### src/rtl/imm_gen_pkg.sv
// imm_gen_pkg
//   Shared definitions for the immediate generator pipeline.
//   IMM_TYPE_W : width of the immediate-type selector
//   imm_type_e : immediate format selector; codes 0..3 keep the legacy
//                2-bit encoding, 4..6 add U/shamt/zimm, 7 is reserved/illegal
package imm_gen_pkg;

  localparam int IMM_TYPE_W = 3;

  typedef enum logic [IMM_TYPE_W-1:0] {
    IMM_I     = 3'd0,
    IMM_S     = 3'd1,
    IMM_J     = 3'd2,
    IMM_B     = 3'd3,
    IMM_U     = 3'd4,
    IMM_SHAMT = 3'd5,
    IMM_ZIMM  = 3'd6,
    IMM_ILL   = 3'd7
  } imm_type_e;

endpackage

### src/rtl/imm_gen_pipe_extract.sv
// imm_extract
//   Purely combinational immediate extraction and sign/zero extension.
//   inst     : raw 32-bit instruction word (bits [6:0] are not used)
//   imm_type : immediate format selector
//   imm      : XLEN-bit extended immediate (0 for an illegal type)
//   err      : high when imm_type is the reserved/illegal code
module imm_extract
  import imm_gen_pkg::*;
#(
  parameter int XLEN = 32
) (
  input  logic [31:0]     inst,
  input  imm_type_e       imm_type,
  output logic [XLEN-1:0] imm,
  output logic            err
);

  // Opcode bits never contribute to any immediate format.
  logic unused_opcode_s;
  assign unused_opcode_s = ^inst[6:0];

  // Format decode; every replication count stays >= 1 for XLEN 32 and 64.
  always_comb begin
    imm = '0;
    err = 1'b0;
    case (imm_type)
      IMM_I:     imm = {{(XLEN-11){inst[31]}}, inst[30:20]};
      IMM_S:     imm = {{(XLEN-11){inst[31]}}, inst[30:25], inst[11:7]};
      IMM_J:     imm = {{(XLEN-20){inst[31]}}, inst[19:12], inst[20], inst[30:21], 1'b0};
      IMM_B:     imm = {{(XLEN-12){inst[31]}}, inst[7], inst[30:25], inst[11:8], 1'b0};
      // U-type: bit 31 is the sign for XLEN=64 as well.
      IMM_U:     imm = {{(XLEN-31){inst[31]}}, inst[30:12], 12'b0};
      IMM_SHAMT: imm = {{(XLEN-5){1'b0}}, inst[24:20]};
      IMM_ZIMM:  imm = {{(XLEN-5){1'b0}}, inst[19:15]};
      IMM_ILL:   err = 1'b1;
      default:   err = 1'b1;
    endcase
  end

endmodule

### src/rtl/imm_gen_pipe.sv
// imm_gen_pipe
//   Flow-controlled immediate generator: extracts the immediate on push and
//   queues {imm, tag, err} in a DEPTH-entry FIFO read out in strict order.
//   clk, rst_n         : clock (rising edge), async active-low reset
//   in_val/in_rdy      : request handshake; in_rdy depends on occupancy only
//   in_inst/type/tag   : instruction word, immediate type, opaque tag
//   out_val/out_rdy    : result handshake; out_val = buffer not empty
//   out_imm/tag/err    : head entry, driven straight from storage registers
//   out_count          : current occupancy
module imm_gen_pipe
  import imm_gen_pkg::*;
#(
  parameter int XLEN  = 32,
  parameter int DEPTH = 2,
  parameter int TAG_W = 4
) (
  input  logic                       clk,
  input  logic                       rst_n,
  input  logic                       in_val,
  output logic                       in_rdy,
  input  logic [31:0]                in_inst,
  input  logic [IMM_TYPE_W-1:0]      in_type,
  input  logic [TAG_W-1:0]           in_tag,
  output logic                       out_val,
  input  logic                       out_rdy,
  output logic [XLEN-1:0]            out_imm,
  output logic [TAG_W-1:0]           out_tag,
  output logic                       out_err,
  output logic [$clog2(DEPTH+1)-1:0] out_count
);

  localparam int CNT_W = $clog2(DEPTH+1);
  localparam int PTR_W = (DEPTH > 1) ? $clog2(DEPTH) : 1;

  logic [XLEN-1:0]  ext_imm_s;
  logic             ext_err_s;
  logic             push_s;
  logic             pop_s;

  logic [XLEN-1:0]  imm_mem_r [DEPTH];
  logic [TAG_W-1:0] tag_mem_r [DEPTH];
  logic             err_mem_r [DEPTH];
  logic [PTR_W-1:0] wr_ptr_r;
  logic [PTR_W-1:0] rd_ptr_r;
  logic [CNT_W-1:0] count_r;

  // Pointer advance with wrap at DEPTH (DEPTH need not be a power of two).
  function automatic logic [PTR_W-1:0] ptr_inc(input logic [PTR_W-1:0] p);
    if (p == PTR_W'(DEPTH-1)) begin
      ptr_inc = '0;
    end else begin
      ptr_inc = p + PTR_W'(1);
    end
  endfunction

  imm_extract #(
    .XLEN(XLEN)
  ) u_extract (
    .inst     (in_inst),
    .imm_type (imm_type_e'(in_type)),
    .imm      (ext_imm_s),
    .err      (ext_err_s)
  );

  // in_rdy deliberately ignores out_rdy: a full buffer refuses a push even
  // while it is being popped, which keeps out_rdy off the input timing path.
  assign in_rdy    = (count_r < CNT_W'(DEPTH));
  assign out_val   = (count_r != '0);
  assign push_s    = in_val && in_rdy;
  assign pop_s     = out_val && out_rdy;
  assign out_imm   = imm_mem_r[rd_ptr_r];
  assign out_tag   = tag_mem_r[rd_ptr_r];
  assign out_err   = err_mem_r[rd_ptr_r];
  assign out_count = count_r;

  // Entry storage; cleared on reset so an empty buffer presents zeros.
  always_ff @(posedge clk or negedge rst_n) begin
    if (!rst_n) begin
      for (int i = 0; i < DEPTH; i++) begin
        imm_mem_r[i] <= '0;
        tag_mem_r[i] <= '0;
        err_mem_r[i] <= 1'b0;
      end
    end else if (push_s) begin
      imm_mem_r[wr_ptr_r] <= ext_imm_s;
      tag_mem_r[wr_ptr_r] <= in_tag;
      err_mem_r[wr_ptr_r] <= ext_err_s;
    end
  end

  // Read/write pointers.
  always_ff @(posedge clk or negedge rst_n) begin
    if (!rst_n) begin
      wr_ptr_r <= '0;
      rd_ptr_r <= '0;
    end else begin
      if (push_s) begin
        wr_ptr_r <= ptr_inc(wr_ptr_r);
      end
      if (pop_s) begin
        rd_ptr_r <= ptr_inc(rd_ptr_r);
      end
    end
  end

  // Occupancy: distinguishes full from empty when the pointers are equal.
  always_ff @(posedge clk or negedge rst_n) begin
    if (!rst_n) begin
      count_r <= '0;
    end else begin
      case ({push_s, pop_s})
        2'b10:   count_r <= count_r + CNT_W'(1);
        2'b01:   count_r <= count_r - CNT_W'(1);
        default: count_r <= count_r;
      endcase
    end
  end

endmodule

### config.mk
export PLATFORM = sky130hd
export DESIGN_NAME = imm_gen_pipe
export DESIGN_NICKNAME = d
export VERILOG_FILES = /design/src/rtl/imm_gen_pkg.sv /design/src/rtl/imm_gen_pipe_extract.sv /design/src/rtl/imm_gen_pipe.sv
export SDC_FILE = /design/constraint.sdc
export NUM_CORES = 1
export LEC_CHECK = 0
export BUFFER_PORTS_ARGS = -buffer_cell sky130_fd_sc_hd__buf_2
export CORE_UTILIZATION = 49
export CTS_CLUSTER_DIAMETER = 30
export DETAILED_ROUTE_END_ITERATION = 16
export PLACE_DENSITY = 0.79
export SETUP_SLACK_MARGIN = 0.02
export SLEW_MARGIN = 20
export SYNTH_ARGS = -nofsm -noshare
export SYNTH_HDL_FRONTEND = slang
export SYNTH_SLANG_ARGS = --single-unit
### constraint.sdc
create_clock -name clk -period 1.37 [get_ports clk]
set_input_delay 0.411 -clock clk [delete_from_list [all_inputs] [get_ports clk]]
set_output_delay 0.411 -clock clk [all_outputs]
set_load 0.05 [all_outputs]
==> results of run 1 <==
-- worst max path at each step --
stage,from,end,cells past startpoint
after detailed placement,in_type[2],imm_mem_r[53],4
after CTS,rd_ptr_r,out_imm[17],3
final,rd_ptr_r,out_imm[30],3
after global routing,rd_ptr_r,out_imm[30],3
after global placement,rd_ptr_r,out_imm[23],3
after floorplan,out_count[0],out_count[1],6
-- logic make-up after synthesis --
family | count (synthesis) | synth area share
flops | 78 | 0.5164
compound gates | 92 | 0.1437
xor+xnor | 4 | 0.009270
buf+inv | 30 | 0.04601
fa+ha+maj | 1 | 0.003310
mux | 46 | 0.1354
simple gates | 119 | 0.1460
-- cell usage in the layout (no fill, tap or decap), drive strengths merged, types with 2 or more instances in the layout --
cell / count
clkbuf: 17
dfrtp: 78
buf: 127
mux2i: 5
mux2: 41
and2: 2
nor2b: 2
bufinv: 2
a21oi: 20
nor2: 16
nand2b: 19
a22o: 10
xnor2: 3
nand2: 73
inv: 5
o221ai: 4
nand3: 6
o21ai: 55
-- metrics by stage --
stage	instance area [um^2]	util	cells	power, mW
after floorplan	4013	-	370	9.906
after global placement	4598	0.6239	549	11.16
after detailed placement	4598	0.6239	549	11.36
after CTS	5174	0.7020	570	14.65
after global routing	5944	0.8066	595	17.32
final	5944	0.8066	595	16.73
-- routing by layer --
| layer | vias up | global-route usage | share of wire |
|---|---|---|---|
| met1 | 1712 | 0.2827 | 0.38 |
| met5 | - | 0 | 0 |
| met4 | 0 | 0.09426 | 0.041 |
| met3 | 59 | 0.06007 | 0.067 |
| li1 | 1530 | - | - |
| met2 | 208 | 0.3763 | 0.52 |
-- registers in the layout, indices dropped and copies added, names as in the netlist --
signal,count
rd_ptr_r,1
out_count,2
imm_mem_r,64
err_mem_r,2
wr_ptr_r,1
tag_mem_r,8
-- Yosys cell counts --
| cell type | instances | area [um^2] |
|---|---|---|
| dfrtp_1 | 78 | 1952 |
| nand2_1 | 71 | 266.5 |
| mux2_2 | 41 | 461.7 |
| o21ai_0 | 36 | 180.2 |
| a21oi_1 | 20 | 100.1 |
| o21ai_1 | 19 | 95.09 |
| nand2b_1 | 17 | 106.4 |
| nor2_1 | 15 | 56.30 |
| buf_2 | 12 | 60.06 |
| a22o_1 | 10 | 87.58 |
| clkbuf_1 | 6 | 22.52 |
| buf_6 | 5 | 56.30 |
| mux2i_1 | 5 | 50.05 |
| nand3_1 | 5 | 25.02 |
| inv_1 | 4 | 15.01 |
| o221ai_1 | 3 | 26.28 |
| xnor2_1 | 3 | 26.28 |
| and2_1 | 2 | 12.51 |
| buf_4 | 2 | 15.01 |
| nor2b_4 | 2 | 27.53 |
| a211o_1 | 1 | 8.760 |
| a211oi_4 | 1 | 20.02 |
| a311o_1 | 1 | 10.01 |
| and3_1 | 1 | 6.260 |
| clkbuf_2 | 1 | 5.000 |
| ha_1 | 1 | 12.51 |
| nand2_2 | 1 | 6.260 |
| nand3_2 | 1 | 10.01 |
| nor2_4 | 1 | 11.26 |
| nor3_1 | 1 | 5.000 |
| nor3b_2 | 1 | 12.51 |
| o221ai_2 | 1 | 15.01 |
| or2_2 | 1 | 6.260 |
| xor2_1 | 1 | 8.760 |
-- cell type report --
| class | count | area (um^2) |
|---|---|---|
| Tap cell | 99 | 123.9 |
| Multi-Input combinational cell | 265 | 2246 |
| Timing Repair Buffer | 133 | 1376 |
| Clock buffer | 11 | 141.4 |
| Clock inverter | 5 | 81.33 |
| Inverter | 4 | 20.02 |
| Fill cell | 387 | 1425 |
| Sequential cell | 78 | 1956 |
-- critical path, delay by kind of cell (launching register included) --
kind,cells,cell delay (ns)
DFF,1,0.43
muxes,1,0.34
buffers and inverters,2,0.38
-- repair_timing --
| action | CTS | global route |
|---|---|---|
| buffers inserted | 5 | 13 |
| gates resized for setup | 113 | 151 |
| setup endpoints to repair | 51 | 117 |
| pin swaps | 10 | 65 |
| gates cloned | 0 | 15 |
-- power groups by stage --
stage / clock network [mW] / logic [mW] / registers (mW)
3_3_place_gp: 0 / 7.25 / 3.91
5_1_grt: 2.09 / 10.9 / 4.36
6_report: 1.97 / 10.5 / 4.26
4_1_cts: 1.93 / 8.74 / 3.97
2_1_floorplan: 0 / 5.94 / 3.96
3_5_place_dp: 0 / 7.35 / 4.01
==> impl_metrics.tcl, run 1 <==
set metrics [dict create \
    port_buffers 76 \
    first_iter_violations 225 \
    antenna_found_initial 0 \
    clk_path_buf_depth 2 \
    slew_viol_final 0 \
    gp_congestion 0.8608 \
    power_switching_mw 7.516 \
    ys.warnings.count 0 \
    hold_class "input port to asynchronous set/reset pin" \
    timing.hold.ws_ns 0.04268 \
    synthesis.nets 414 \
    wl_mm 12.38 \
    die_x_um 89.83 \
    post-dp-hpwl_mm 5.890 \
    cp_data_arrival_time_ns 1.52 \
    combPwrFrac 0.627 \
    fp-row-count 31 \
    swShare 0.4492 \
    cp_slowest_cell "dfrtp_2" \
    post-route-period-util 1.410 \
    synth_area_um2 3780 \
    r2r_slack_ns -0.19 \
    crit_path_end_kind "primary output" \
    final_antenna_net_count 0 \
    r2r-start "out_count[1]" \
    tns_ns -28.78 \
    htreeDepth 3 \
    critPathMaxStageDelay_ns 0.43 \
    rsz0062_at_grt "yes" \
    grt_max_degree 79 \
    avgRoutedWirePerCell_um 20.81 \
    crit_fanout 21 \
    vias 3509 \
    viasPerCell 5.897 \
    clk_pin_slew_ns 0.08 \
    max_slew.worst_pin.slew_ns 0.8122 \
    tritoncts "yes" \
    synth_seq_cells 78 \
    synth_cell_type_count 34 \
    crit_chain "buf_12, mux2_4, buf_6" \
    dieArea_um2 8069 \
    cellLeakagePower_nw 2.824 \
    criticalPathCategory "register to primary output" \
    pwr-share-clk 0.118 \
    seq_area_frac_synth 0.5164 \
    finalSetupViolations 113 \
    max_freq_mhz 517.7 \
    clk_latency_ns 0.36 \
    layout.nets 535 \
    drive_above_1_share 0.6028 \
    p_per_area_nw_per_um2 2815 \
    syn_inst 370 \
    grtUsageTotal 0.2274 \
    p_seq_frac 0.255 \
    r2r-end "imm_mem_r[14]" \
    ir_drop_uv 1911 \
    fin_crit_ns 1.932 \
    die_y_um 89.83 \
    max_slew_margin 0.4566 \
    failed_checks "negative setup slack" \
    internal_power_mw 9.216 \
    coreArea_um2 7370 \
    drc 0 \
    fin_skew_ns 0.01327 \
    avgSynthCellArea_um2 10.22 \
    cts.sinks 78 \
    setup_slack_ns -0.5616 \
    syn_to_final_growth_pct 57.27 \
    cts_root_buf "clkbuf_8" \
    status "finished with violations" \
    numCtsBuffers 9 \
    cap_violations 0 \
    start_util 0.5129 \
    grt.overflow.total 0 \
    first_global_vias 2997 \
    startpoint_type "register" \
    required_ns 0.96 \
    antenna_cells 0 \
    place_ws_ns -0.2101 \
    grt_pass1_wl_mm 14.50 \
    hold_viol_final 0 \
    io_pins 84 \
    dr.pass1.iters 5 \
    postCtsHoldBufs 0 \
    rr_worst_depth 8 \
]
No activity file was read; power rests on OpenSTA's default activity.
==> run 2, diff against run 1 <==
--- a/config.mk
+++ b/config.mk
@@ -6,10 +6,12 @@
 export NUM_CORES = 1
 export LEC_CHECK = 0
 export BUFFER_PORTS_ARGS = -buffer_cell sky130_fd_sc_hd__buf_2
-export CORE_UTILIZATION = 49
+export CELL_PAD_IN_SITES_DETAIL_PLACEMENT = 1
+export CELL_PAD_IN_SITES_GLOBAL_PLACEMENT = 2
+export CORE_UTILIZATION = 30
 export CTS_CLUSTER_DIAMETER = 30
 export DETAILED_ROUTE_END_ITERATION = 16
-export PLACE_DENSITY = 0.79
+export PLACE_DENSITY = 0.78
 export SETUP_SLACK_MARGIN = 0.02
 export SLEW_MARGIN = 20
 export SYNTH_ARGS = -nofsm -noshare
==> run 2 against run 1 <==
Effect of this change:
- the flow still finishes with violations (negative setup slack)
- register-to-register slack better by 0.09 ns
- worst setup slack better by 0.049 ns
- sequential power down 6.3%
- critical path depth unchanged
- die area up 62%
- non-clock buffer count down 11
- combinational power down 13%
- cell count up 9.4%
- highest routed layer unchanged
==> impl_metrics.tcl, run 2 (synthesis gave the netlist of run 1 again) <==
set metrics [dict create \
    criticalPathCategory "register to primary output" \
    crit_path_end_kind "primary output" \
    avgRoutedWirePerCell_um 16.74 \
    largest_reg_flops 64 \
    antenna_cells 0 \
    gp_congestion 0.7877 \
    max_slew_margin 0.6125 \
    final_antenna_net_count 0 \
    coreArea_um2 12160 \
    viasPerCell 4.742 \
    rsz0062_at_grt "yes" \
    grtUsageTotal 0.1725 \
    post-dp-hpwl_mm 7.470 \
    p_per_area_nw_per_um2 2813 \
    r2r-end "out_count[1]" \
    crit_fanout 5 \
    first_iter_violations 86 \
    r2r-start "out_count[1]" \
    cp_num_buf_inv 2 \
    grt.overflow.total 0 \
    cpMostUsedCell "buf_4" \
    htreeDepth 3 \
    crit_chain "buf_4, mux2_4, buf_4" \
    failed_checks "negative setup slack" \
    vias 3087 \
    place_area_um2 4780 \
    dieArea_um2 13050 \
    antenna_found_initial 0 \
    setup_slack_ns -0.5130 \
    drive_above_1_share 0.4410 \
    layout.nets 522 \
    io_pins 84 \
    wl_mm 10.90 \
    finalCoreUtilization 0.4597 \
    place_ws_ns -0.3223 \
    grt_pass1_wl_mm 17.17 \
    dp.cells 624 \
    cp_slowest_cell "dfrtp_2" \
    slew_viol_final 0 \
    fin_crit_ns 1.883 \
    status "finished with violations" \
    clk_path_buf_depth 2 \
    cp_data_arrival_time_ns 1.47 \
    grt_max_degree 44 \
    fin_area_um2 5590 \
    hold_start "in_tag[0]" \
    port_buffers 76 \
    seq_area_um2 1956 \
    layout_common_cells "dfrtp_1, nand2_1, buf_6" \
    r2r_slack_ns -0.10 \
    startpoint_type "register" \
    die_x_um 114.2 \
    fp-row-count 40 \
    post-route-period-util 1.374 \
    hold_class "input port to register" \
    clk_pin_slew_ns 0.06 \
    cap_violations 0 \
    critPathMaxStageDelay_ns 0.45 \
    min_to "tag_mem_r[4]" \
    clk_latency_ns 0.33 \
    min_path_cells 3 \
    drc 0 \
    max_slew.worst_pin.slew_ns 0.5806 \
    multi_input_area_um2 1897 \
    timing.hold.ws_ns 0.2837 \
    max_freq_mhz 531.1 \
    numCtsBuffers 9 \
    ir_drop_uv 1707 \
    nFillCells 1332 \
    start_util 0.3108 \
    layout.cells.non_filler 651 \
    dr.pass1.iters 6 \
    cts_root_buf "clkbuf_16" \
    fin_skew_ns 0.002286 \
    cellLeakagePower_nw 2.677 \
    syn_to_final_growth_pct 47.90 \
    layout_commonest_cell "dfrtp_1" \
    critPathTopFamily "flip-flops" \
    cts.sinks 78 \
    top_regs "imm_mem_r x64, tag_mem_r x8" \
    first_global_vias 3346 \
    die_y_um 114.2 \
    largest-register "imm_mem_r" \
    required_ns 0.96 \
    hold_viol_final 0 \
    rr_worst_depth 6 \
    finalSetupViolations 42 \
    tritoncts "yes" \
]
## run 2: metal layers
layer | wire length (um) | part of all wire | up-vias | GRT usage
met1 | 4709 | 0.43 | 1546 | 0.2099
met5 | 0 | 0 | - | 0
met4 | 153 | 0.014 | 0 | 0.05887
li1 | - | - | 1479 | -
met2 | 5701 | 0.52 | 49 | 0.3014
met3 | 330 | 0.030 | 13 | 0.03759
## run 2: tightest hold or removal path: cells and delay by family
kind | cells | cell delay [ns]
buf+inv | 1 | 0.09
simple gates | 2 | 0.08
## run 2: how the worst max path moves through the flow
stage	from	to	slack [ns]	cells after the start
floorplan	out_count[0]	out_count[1]	-0.27	6
global placement	in_inst[31]	imm_mem_r[20]	-0.29	5
detailed placement	in_type[2]	imm_mem_r[61]	-0.32	4
CTS	rd_ptr_r	out_imm[21]	-0.56	3
global route	rd_ptr_r	out_imm[31]	-0.56	3
finish	rd_ptr_r	out_imm[25]	-0.51	3
## run 2: where the power goes
part	internal, mW	switching [mW]	total (mW)
combinational	3.99	5.15	9.14
sequential	3.37	0.621	3.99
clock	1.69	0.898	2.59
total	9.06	6.67	15.7
## run 2: final cells by class
| cell class | instances | share of cell area |
|---|---|---|
| clock buffers | 12 | 0.04588 |
| clock inverters | 4 | 0.01253 |
| inverters | 4 | 0.003133 |
| multi-input cells | 263 | 0.3393 |
| flip-flops and latches | 78 | 0.3498 |
| well taps | 168 | 0.03760 |
| repair buffers | 122 | 0.2117 |
## run 2: what timing repair did
action | 4_1_cts | 5_1_grt
endpoints found under the setup margin | 43 | 86
endpoints found under the hold margin | 19 | 0
buffers inserted | 1 | 4
hold buffers | 1 | 0
gates cloned | 0 | 5
pin swaps | 1 | 1
gates resized for setup | 83 | 43
## run 2: metrics by stage
step,total power [mW],setup TNS [ns]
2_1_floorplan,9.906,-2.731
3_3_place_gp,11.43,-15.54
3_5_place_dp,11.64,-16.40
4_1_cts,15.39,-19.71
5_1_grt,16.55,-20.77
6_report,15.72,-18.84
